`src/rtl/mld_7_encoder_pkg.sv`:
```
// Shared definitions for the 7-bit cyclic majority-logic code (N=7, K=3).
// The encoder and every consumer of its check sums use these definitions.
package mld_pkg;

    localparam int MLD_N = 7;
    localparam int MLD_K = 3;

    typedef enum logic [1:0] {
        IDLE = 2'd0,
        GEN  = 2'd1,
        HOLD = 2'd2
    } mld_state_e;

    // Check-sum index sets {3,4,6}, {1,5,6}, {0,2,6} as bit masks over c[0:6]; all orthogonal on c[6].
    localparam logic [0:MLD_N-1] MLD_CHK_MASK [0:2] = '{7'b0001101, 7'b0100011, 7'b1010001};

    function automatic logic [0:2] mld_check_sums(input logic [0:MLD_N-1] c);
        logic [0:2] s;
        s = 3'b000;
        for (int j = 0; j < 3; j++) begin
            s[j] = ^(c & MLD_CHK_MASK[j]);
        end
        return s;
    endfunction

endpackage

```
`src/rtl/mld_7_encoder.sv`:
```
// Serial systematic encoder: parity c[3..6] generated one bit per cycle by the
// recurrence c[k] = c[k-3] ^ c[k-2], then presented (optionally corrupted) until consumed.
module mld_7_encoder
    import mld_pkg::*;
(
    input  logic                clk,
    input  logic                reset,
    input  logic                msg_valid,
    input  logic [0:MLD_K-1]    message,
    input  logic [0:MLD_N-1]    err_mask,
    output logic                msg_ready,
    output logic [0:MLD_N-1]    codeword,
    output logic                codeword_valid,
    input  logic                codeword_ready
);

    mld_state_e         r_state;
    mld_state_e         w_state_next;
    logic [0:MLD_N-1]   r_sr;
    logic [0:MLD_N-1]   w_sr_next;
    logic [0:MLD_N-1]   r_mask;
    logic [0:MLD_N-1]   w_mask_next;
    logic [0:MLD_N-1]   r_codeword;
    logic [2:0]         r_k;
    logic [2:0]         w_k_next;
    logic               r_msg_ready;
    logic               r_cw_valid;
    logic               w_load_cw;

    // Next-state, recurrence step and counter update.
    always_comb begin
        w_state_next = r_state;
        w_sr_next    = r_sr;
        w_mask_next  = r_mask;
        w_k_next     = r_k;
        w_load_cw    = 1'b0;
        case (r_state)
            IDLE: begin
                // Accept only once msg_ready is visible, so the first edge after reset never accepts.
                if (msg_valid && r_msg_ready) begin
                    w_sr_next    = {message, 4'b0000};
                    w_mask_next  = err_mask;
                    w_k_next     = 3'd3;
                    w_state_next = GEN;
                end else begin
                    w_state_next = IDLE;
                end
            end
            GEN: begin
                w_sr_next[r_k] = r_sr[r_k - 3'd3] ^ r_sr[r_k - 3'd2];
                w_k_next       = r_k + 3'd1;
                if (r_k == 3'd6) begin
                    w_state_next = HOLD;
                    w_load_cw    = 1'b1;
                end else begin
                    w_state_next = GEN;
                end
            end
            HOLD: begin
                if (codeword_ready) begin
                    w_state_next = IDLE;
                end else begin
                    w_state_next = HOLD;
                end
            end
            default: begin
                w_state_next = IDLE;
            end
        endcase
    end

    // State, datapath and registered outputs.
    always_ff @(posedge clk or negedge reset) begin
        if (!reset) begin
            r_state     <= IDLE;
            r_sr        <= 7'b0000000;
            r_mask      <= 7'b0000000;
            r_k         <= 3'd0;
            r_codeword  <= 7'b0000000;
            r_msg_ready <= 1'b0;
            r_cw_valid  <= 1'b0;
        end else begin
            r_state     <= w_state_next;
            r_sr        <= w_sr_next;
            r_mask      <= w_mask_next;
            r_k         <= w_k_next;
            r_msg_ready <= (w_state_next == IDLE);
            r_cw_valid  <= (w_state_next == HOLD);
            // The presented word is frozen on HOLD entry and kept after consume.
            if (w_load_cw) begin
                r_codeword <= w_sr_next ^ r_mask;
            end else begin
                r_codeword <= r_codeword;
            end
        end
    end

    assign msg_ready      = r_msg_ready;
    assign codeword       = r_codeword;
    assign codeword_valid = r_cw_valid;

endmodule

```
`config.mk`:
```
export PLATFORM = sky130hd
export DESIGN_NAME = mld_7_encoder
export DESIGN_NICKNAME = d
export VERILOG_FILES = /design/src/rtl/mld_7_encoder_pkg.sv /design/src/rtl/mld_7_encoder.sv
export SDC_FILE = /design/constraint.sdc
export NUM_CORES = 1
export LEC_CHECK = 0
export ABC_AREA = 1
export CAP_MARGIN = 20
export CORE_UTILIZATION = 38
export CTS_CLUSTER_SIZE = 12
export DETAILED_ROUTE_END_ITERATION = 12
export MAX_ROUTING_LAYER = met4
export PLACE_DENSITY_LB_ADDON = 0.12
export SYNTH_ARGS = -nofsm -noshare
export SYNTH_HDL_FRONTEND = slang
export SYNTH_SLANG_ARGS = --single-unit
```
`constraint.sdc`:
```
create_clock -name clk -period 6.3 [get_ports clk]
set_clock_uncertainty 0.2 [all_clocks]
set_input_delay 0.945 -clock clk [delete_from_list [all_inputs] [get_ports clk]]
set_output_delay 0.945 -clock clk [all_outputs]
set_load 0.05 [all_outputs]
```
==> metrics.yaml, run 1 <==
status: "complete, no violations"
via_per_inst: 4.837
critPathMaxStageDelay_ns: 0.55
maxSlewViolCount: 0
layout_common_cells: "nand2_1 (61), dfrtp_1 (28), inv_1 (26), nand3_1 (26), clkdlybuf4s50_1 (22)"
dp_cells: 279
hold_class: "reg -> reg"
dieArea_um2: 4655
synth_largest_area_cell: "dfrtp_1"
cts_buffers: 3
coreArea_um2: 4115
seqPwrFrac_pct: 27.9
seq_area_um2: 700.7
synth_top_cell_area_share_pct: 42.04
clkPwrFrac_pct: 9.3
antenna_found_initial: 0
ant_nets: 0
drc_errors: 0
multiInputGateArea_um2: 828.3
grt_pass1_wl_um: 6161
path_depth: 10
cp_data_arrival_time_ns: 2.77
area_growth_pct: 19.37
postCtsHoldBufs: 0
crit_path_end_kind: "flip-flop"
power.share.switching_pct: 52.33
period_needed_ns: 2.798
ys_warn_count: 0
fin_hold_ws_ns: 0.2837
p_comb_share_pct: 62.8
crit_family: "simple AND/OR/NAND/NOR gates"
critPathMaxFanout: 18
path_clk_slew_ns: 0.09
worst_slew_pin_slew_ns: 0.6843
initial_core_util_pct: 40.50
rsz0062_at_grt: "no"
total_power_mw: 1.217
finalCritPeriodShare_pct: 44.41
p_switching_mw: 0.6367
cts_setup_buffers: 0
rr_endpoint: "codeword[2]$_DFFE_PN0P_"
drt_wl_total_um: 3682
max-slew-margin-rel_pct: 54.23
nets: 254
syn_inst: 209
vdd_drop_max_mv: 0.2327
pre_cts_ws_ns: 3.177
dp_hpwl_um: 2699
finalHoldViolations: 0
endpoint: "codeword[2]$_DFFE_PN0P_"
power.density_nw_per_um2: 611.5
p_int_mw: 0.5799
ioPinCount: 23
syn-num-nets: 229
io_buffers: 22
worstSetupStartpoint: "msg_valid"
cts_max_level: 1
synthTopCellsByArea: "dfrtp_1 (42%), nand2_1 (14%), nand3_1 (7.8%), inv_1 (5.9%), ha_1 (4.5%)"
layout-drive-gt1-share_pct: 13.30
antenna_cells: 0
start_kind: "primary input"
cts_root_buf: "clkbuf_8"
final_common_cell: "nand2_1"
avgSynthCellArea_um2: 7.974
slowest_stage: "nor3_4"
grt_max_degree: 29
max_freq_mhz: 357.4
dieWidth_um: 68.23
timing.rr.start: "r_k[0]$_DFFE_PN0P_"
insertion_delay_ns: 0.28
cts_resized: 0
finalInstanceArea_um2: 1989
vias: 1369
gp_congestion: 0.8520
critPathKind: "in -> reg"
cts_tree: "yes"
setup_viol: 0
fin_setup_tns_ns: 0
wl_per_cell_um: 13.01
overflow: 0
p_leak_nw: 0.9837
place_area_um2: 1934
stdcell_count: 283
n_fill_cell: 400
rr_worst_depth: 14
die_h_um: 68.23
crit_required_ns: 6.28
synth_cell_type_count: 30
critical_path_buf_inv_count: 3
syn_area_um2: 1667
setup_ws_ns: 3.502
ys_seq_elements: 28
first_pass_iters: 5
grt_pass1_vias: 1304
path_cells: "clkdlybuf4s50_1, nand2_1, nor3_4, inv_2, nand2_2, inv_2, a22oi_2, nand3_1, nand3_1, nand2_1"
rows: 23
clkSinkCount: 28
maxCapViolations: 0
final_util_pct: 48.34
cts_buffer_depth: 2
regToRegSetupSlack_ns: 3.73
yosysSeqAreaShare_pct: 42.04
drt-initial-drc-count: 76
grt_use_total_pct: 18.67
## cell usage after synthesis, drive strengths merged
cell type  number
dfrtp          28
nand3          31
o22ai           2
o21ai          14
clkbuf          1
nor2           10
nand2          70
inv            30
o211ai          2
a31oi           2
nor3            1
ha              6
buf             2
nand4           3
a21oi           3
xnor2           1
a22oi           2
xor2            1
## worst min path at each step
stage	from	end	slack, ns	depth (start not counted)
after floorplan	r_sr[4]$_DFF_PN0_	r_sr[4]$_DFF_PN0_	0.29	2
after global placement	codeword[4]$_DFFE_PN0P_	codeword[4]$_DFFE_PN0P_	0.26	2
after detailed placement	codeword[3]$_DFFE_PN0P_	codeword[3]$_DFFE_PN0P_	0.27	2
after CTS	codeword[0]$_DFFE_PN0P_	codeword[0]$_DFFE_PN0P_	0.30	2
after global routing	codeword[1]$_DFFE_PN0P_	codeword[1]$_DFFE_PN0P_	0.32	2
final	codeword[4]$_DFFE_PN0P_	codeword[4]$_DFFE_PN0P_	0.28	2
## power groups by stage
stage | Clock, mW | Sequential, mW | Combinational [mW]
finish | 0.113 | 0.340 | 0.764
global route | 0.123 | 0.352 | 0.854
CTS | 0.118 | 0.341 | 0.768
detailed placement | 0 | 0.344 | 0.764
global placement | 0 | 0.345 | 0.765
floorplan | 0 | 0.419 | 0.515
## per-layer routing
| layer | vias to the layer above | global-route usage, % | wire length (um) |
|---|---|---|---|
| li1 | 717 | - | - |
| met1 | 623 | 23.69 | 1807 |
| met2 | 27 | 30.76 | 1729 |
| met3 | 2 | 3.500 | 122 |
| met4 | 0 | 3.906 | 22 |
| met5 | - | - | 0 |
## logic make-up after synthesis
logic type / share of synthesized area (%)
simple gates: 34.91
buf+inv: 8.258
flops: 42.04
compound gates: 9.234
fa+ha+maj: 4.504
xor+xnor: 1.051
## registers in the layout (all words and copies together), names as in the netlist
register	flops
codeword	7
r_mask	7
r_sr	7
r_k	3
r_state	2
codeword_valid	1
msg_ready	1
## worst register-to-register path, cell delays in order, from the launching register on
cell and delay [ns]:
dfrtp_1 0.63, inv_2 0.24, ha_1 0.40, inv_1 0.10, nand3_1 0.09, nand2_1 0.10, nand2_1 0.05, nand2_1 0.11
nand2_4 0.09, nand3_1 0.09, nand3_1 0.12, nand2_2 0.10, nand2_1 0.05, nand3_1 0.06, nand2_1 0.05
## layout make-up
type	count	area share, %
Multi-Input combinational cell	148	41.64
Clock buffer	4	2.767
Sequential cell	28	35.22
Inverter	30	5.786
Tap cell	50	3.145
Timing Repair Buffer	23	11.45
No activity file was read; power rests on OpenSTA's default activity.
==> inputs of run 2 (changes only) <==
- clock period: 6.3 -> 2.9 ns (I/O delays scaled with it)
==> run 2 against run 1 <==
  * Clock power grew to 2.8 times the previous value
  * Clock-buffer cell count is 1 lower
  * First-iteration DRC count is 34% lower
  * Power is 120% higher
  * Largest power group unchanged
  * Highest routed layer unchanged
==> metrics.yaml, run 2 (synthesis gave the netlist of run 1 again) <==
cp_data_arrival_time_ns: 2.16  # was 2.77 ns
vias: 1385  # was 1369
cts_buffer_depth: 2  # unchanged
cts_buffers: 3  # unchanged
path_clk_slew_ns: 0.10  # was 0.09 ns
vdd_drop_max_mv: 0.4737  # was 0.2327 mV
critPathMaxStageDelay_ns: 0.40  # was 0.55 ns
grt_pass1_wl_um: 6327  # was 6161 um
layout-drive-gt1-share_pct: 14.41  # was 13.30%
wl_per_cell_um: 12.98  # was 13.01 um
ioPinCount: 23  # unchanged
total_power_mw: 2.729  # was 1.217 mW
place_area_um2: 1957  # was 1934 um2
cts_max_level: 1  # unchanged
dp_hpwl_um: 2744  # was 2699 um
antenna_found_initial: 0  # unchanged
drc_errors: 0  # unchanged
cts_setup_buffers: 0  # unchanged
hold_class: "reg -> reg"  # unchanged
worst_slew_pin_slew_ns: 0.4955  # was 0.6843 ns
start_kind: "flip-flop"  # was primary input
layout_common_cells: "nand2_1 (61), dfrtp_1 (28), inv_1 (26), nand3_1 (26), clkdlybuf4s50_1 (22)"  # unchanged
status: "complete, no violations"  # unchanged
final_util_pct: 49.29  # was 48.34%
postCtsHoldBufs: 0  # unchanged
insertion_delay_ns: 0.28  # about the same
grt_pass1_vias: 1290  # was 1304
finalInstanceArea_um2: 2028  # was 1989 um2
p_leak_nw: 1.006  # was 0.9837 nW
cts_root_buf: "clkbuf_8"  # unchanged
critPathMaxFanout: 12  # was 18
cts_tree: "yes"  # unchanged
power.density_nw_per_um2: 1346  # was 611.5 nW/um2
clkSinkCount: 28  # unchanged
period_needed_ns: 2.182
cts_resized: 0  # unchanged
path_cells: "inv_2, ha_1, inv_1, nand3_1, nand2_1, nand2_1, nand2_1, nand2_4, nand3_1, nand3_2, nand2_1, nand2_1, nand3_1, nand2_1"  # was clkdlybuf4s50_1, nand2_1, nor3_4, inv_2, nand2_2, inv_2, a22oi_2, nand3_1, nand3_1, nand2_1
dieArea_um2: 4655  # unchanged
drt_wl_total_um: 3713  # was 3682 um
fin_setup_tns_ns: 0  # unchanged
max_freq_mhz: 458.2
via_per_inst: 4.843  # was 4.837
finalCritPeriodShare_pct: 75.25
maxCapViolations: 0  # unchanged
finalHoldViolations: 0  # unchanged
gp_congestion: 0.8856  # was 0.8520
critPathKind: "reg -> reg"  # was in -> reg
drt-initial-drc-count: 50  # was 76
setup_viol: 0  # unchanged
overflow: 0  # unchanged
die_h_um: 68.23  # unchanged
grt_use_total_pct: 19.19  # was 18.67%
area_growth_pct: 21.70  # was 19.37%
grt_max_degree: 29  # unchanged
final_common_cell: "nand2_1"  # unchanged
cpMostUsedCell: "nand2_1"
rsz0062_at_grt: "no"  # unchanged
first_pass_iters: 4  # was 5
rows: 23  # unchanged
slowest_stage: "dfrtp_1"  # was nor3_4
maxSlewViolCount: 0  # unchanged
dieWidth_um: 68.23  # unchanged
nets: 257  # was 254
ant_nets: 0  # unchanged
max-slew-margin-rel_pct: 66.86  # was 54.23%
crit_path_end_kind: "flip-flop"  # unchanged
antenna_cells: 0  # unchanged
coreArea_um2: 4115  # unchanged
io_buffers: 22  # unchanged
crit_required_ns: 2.88  # was 6.28 ns
initial_core_util_pct: 40.50  # unchanged
## run 2: area by class of cell
type / count / area (um2)
repair buffers: 26 / 250.2
inverters: 30 / 115.1
fillers: 415 / 2087
flip-flops and latches: 28 / 700.7
clock buffers: 3 / 41.29
well taps: 50 / 62.56
clock inverters: 1 / 30.03
multi-input cells: 148 / 828.3
## run 2: final timing paths
kind	start	endpoint	slack, ns	depth (start not counted)
worst max-delay path	r_k[0]$_DFFE_PN0P_	codeword[0]$_DFFE_PN0P_	0.72	14
max in group asynchronous	reset	r_k[1]$_DFFE_PN0P_	1.89	2
worst min-delay path	codeword[1]$_DFFE_PN0P_	codeword[1]$_DFFE_PN0P_	0.29	2
worst max register to register	r_k[0]$_DFFE_PN0P_	codeword[0]$_DFFE_PN0P_	0.72	14
min in group asynchronous	reset	r_sr[6]$_DFF_PN0_	0.33	2
worst min register to register	codeword[1]$_DFFE_PN0P_	codeword[1]$_DFFE_PN0P_	0.29	2
## run 2: critical path, delay by kind of cell, from the launching register on
kind	cells	cell delay [ns]
simple gates	11	0.86
flops	1	0.40
fa+ha+maj	1	0.32
buf+inv	2	0.31
## run 2: power by group
part / internal (mW) / total, mW / switching (mW)
Combinational: 0.576 / 1.70 / 1.13
Clock: 0.185 / 0.314 / 0.129
Sequential: 0.580 / 0.711 / 0.131
## run 2: metal layers
metal,track usage (%),vias to the layer above,part of all wire [%],wire length (um)
met4,4.688,0,0.83,31
met5,-,-,0,0
li1,-,725,-,-
met3,3.500,5,4.0,149
met1,25.65,625,48,1764
met2,29.90,30,48,1768
## run 2: per-stage QoR
step	setup slack [ns]	instances	hold slack (ns)
4_1_cts	0.7047	286	0.2910
6_report	0.7177	286	0.2851
3_5_place_dp	0.7290	282	0.2656
5_1_grt	0.5061	286	0.3042
3_3_place_gp	0.7235	282	0.2655
2_1_floorplan	0.8325	209	-0.06059
==> inputs of run 3 (changes only) <==
- clock period: 2.9 -> 1.95 ns (I/O delays scaled with it)
==> run 3 against run 2 <==
  * Via count rose by 6.7%
  * Highest routed layer unchanged
  * Critical path depth fell by 1
  * Critical endpoint is now codeword[3]$_DFFE_PN0P_
  * Clock-buffer cell count rose by 1
  * Hold slack got worse by 0.091 ns
==> metrics.yaml, run 3 (synthesis gave the netlist of run 1 again) <==
status: "complete, no violations"  # unchanged
first_pass_iters: 4  # unchanged
fin_setup_tns_ns: 0  # unchanged
rr_endpoint: "codeword[3]$_DFFE_PN0P_"  # was codeword[0]$_DFFE_PN0P_
io_buffers: 22  # unchanged
wl_met1_um: 1875  # was 1764 um
dp_cells: 296  # was 282
via_per_inst: 4.910  # was 4.843
grt_use_total_pct: 19.57  # was 19.19%
stdcell_count: 301  # was 286
antenna_found_initial: 0  # unchanged
nets: 272  # was 257
final_common_cell: "nand2_1"  # unchanged
die_h_um: 68.23  # unchanged
setup_ws_ns: 0.006935  # was 0.7177 ns
overflow: 0  # unchanged
max-slew-margin-rel_pct: 67.57  # was 66.86%
worst_slew_pin_slew_ns: 0.4849  # was 0.4955 ns
vias: 1478  # was 1385
cts_root_buf: "clkbuf_8"  # unchanged
setup_viol: 0  # unchanged
timing.rr.start: "r_k[0]$_DFFE_PN0P_"  # unchanged
finalHoldViolations: 0  # unchanged
wl_met2_um: 1818  # was 1768 um
period_needed_ns: 1.943  # was 2.182 ns
wl_met3_um: 192  # was 149 um
cts_buffer_depth: 2  # unchanged
ant_nets: 0  # unchanged
layout_common_cells: "nand2_1 (50), buf_4 (26), dfrtp_1 (25)"  # was nand2_1 (61), dfrtp_1 (28), inv_1 (26), nand3_1 (26), clkdlybuf4s50_1 (22)
final_util_pct: 54.06  # was 49.29%
critPathMaxFanout: 5  # was 12
dieWidth_um: 68.23  # unchanged
ioPinCount: 23  # unchanged
layout-drive-gt1-share_pct: 33.86  # was 14.41%
cts_buffers: 3  # unchanged
rsz0062_at_grt: "yes"  # was no
wl_per_cell_um: 13.01  # was 12.98 um
pre_cts_ws_ns: -0.03286  # was 0.7290 ns
drt_wl_total_um: 3916  # was 3713 um
cts_tree: "yes"  # unchanged
top_layer_used: "met4"  # unchanged
finalCritPeriodShare_pct: 99.64  # was 75.25%
worstSetupStartpoint: "r_k[0]$_DFFE_PN0P_"  # unchanged
cp_data_arrival_time_ns: 1.92  # was 2.16 ns
maxSlewViolCount: 0  # unchanged
critPathMaxStageDelay_ns: 0.42  # was 0.40 ns
drc_errors: 0  # unchanged
grt_max_degree: 29  # unchanged
clkSinkCount: 28  # unchanged
crit_path_end_kind: "flip-flop"  # unchanged
rows: 23  # unchanged
hold_class: "in -> async"  # was reg -> reg
maxCapViolations: 0  # unchanged
insertion_delay_ns: 0.28  # about the same
grt_pass1_vias: 1413  # was 1290
coreArea_um2: 4115  # unchanged
crit_required_ns: 1.93  # was 2.88 ns
endpoint: "codeword[3]$_DFFE_PN0P_"  # was codeword[0]$_DFFE_PN0P_
antenna_cells: 0  # unchanged
dieArea_um2: 4655  # unchanged
max_freq_mhz: 514.7  # was 458.2 MHz
dp_hpwl_um: 2918  # was 2744 um
drt-initial-drc-count: 39  # was 50
area_growth_pct: 33.48  # was 21.70%
initial_core_util_pct: 40.50  # unchanged
path_cells: "inv_2, ha_4, inv_4, nand3_4, nand2_2, nand2_2, nand2_2, nand2_4, nand4_1, nand2_1, nand2_1, nand3_1, nand2_1"  # was inv_2, ha_1, inv_1, nand3_1, nand2_1, nand2_1, nand2_1, nand2_4, nand3_1, nand3_2, nand2_1, nand2_1, nand3_1, nand2_1
regToRegSetupSlack_ns: 0.007  # was 0.72 ns
gp_congestion: 0.8374  # was 0.8856
cts_max_level: 1  # unchanged
slowest_stage: "dfrtp_1"  # unchanged
path_clk_slew_ns: 0.10  # about the same
grt_pass1_wl_um: 6430  # was 6327 um
critPathKind: "reg -> reg"  # unchanged
start_kind: "flip-flop"  # unchanged
rr_worst_depth: 13  # was 14
## run 3: cell types whose count changed in the layout (fill, tap and decap cells not counted), moves of 2 or more
cell             delta
clkdlybuf4s50_1     -8
nand3_4             +2
nand3_1             -9
inv_1               -2
ha_1                -2
nand2_2            +11
dfrtp_2             +3
buf_4              +22
dfrtp_1             -3
nand3_2             +7
nand2_1            -11
## run 3: per-layer routing
layer	vias to the layer above	track usage (%)
met4	0	5.208
met3	4	3.500
met2	36	31.99
met5	-	-
li1	755	-
met1	683	24.82
## run 3: worst max-delay path, delay by kind of cell (launching register included)
kind,cells,cell delay (ns)
fa+ha+maj,1,0.31
flops,1,0.42
simple gates,10,0.77
buf+inv,2,0.13
## run 3: how the worst min path moves through the flow
| stage | end | depth (start not counted) | from | slack (ns) |
|---|---|---|---|---|
| 3_3_place_gp | codeword[4]$_DFFE_PN0P_ | 2 | codeword[4]$_DFFE_PN0P_ | 0.27 |
| 2_1_floorplan | codeword[0]$_DFFE_PN0P_ | 0 | reset | -0.20 |
| 6_report | codeword[5]$_DFFE_PN0P_ | 2 | reset | 0.19 |
| 4_1_cts | r_k[0]$_DFFE_PN0P_ | 2 | reset | 0.21 |
| 5_1_grt | r_k[0]$_DFFE_PN0P_ | 2 | reset | 0.24 |
| 3_5_place_dp | codeword[3]$_DFFE_PN0P_ | 2 | codeword[3]$_DFFE_PN0P_ | 0.27 |
## run 3: final cells by class
class | count | area [um2]
multi-input combinational | 148 | 938.4
sequential | 28 | 704.4
inverter | 30 | 117.6
timing repair buffer | 41 | 346.6
tap | 50 | 62.56
fill | 396 | 1891
clock buffer | 4 | 55.05
## run 3: repair_timing
action,in CTS,in global routing
endpoints found under the setup margin,7,9
resized for setup,2,26
hold buffers,0,0
pin swaps,0,13
setup buffers,1,0
## run 3: per-stage QoR
stage	hold slack, ns	cell area (um2)
2_1_floorplan	-0.2031	1688
3_3_place_gp	0.2686	2063
3_5_place_dp	0.2719	2063
4_1_cts	0.2099	2132
5_1_grt	0.2394	2225
6_report	0.1938	2225
Power of run 3 is left out: the tool's default activity adds up to more than one toggle a clock period on the data nets, which glitch-free logic cannot reach.
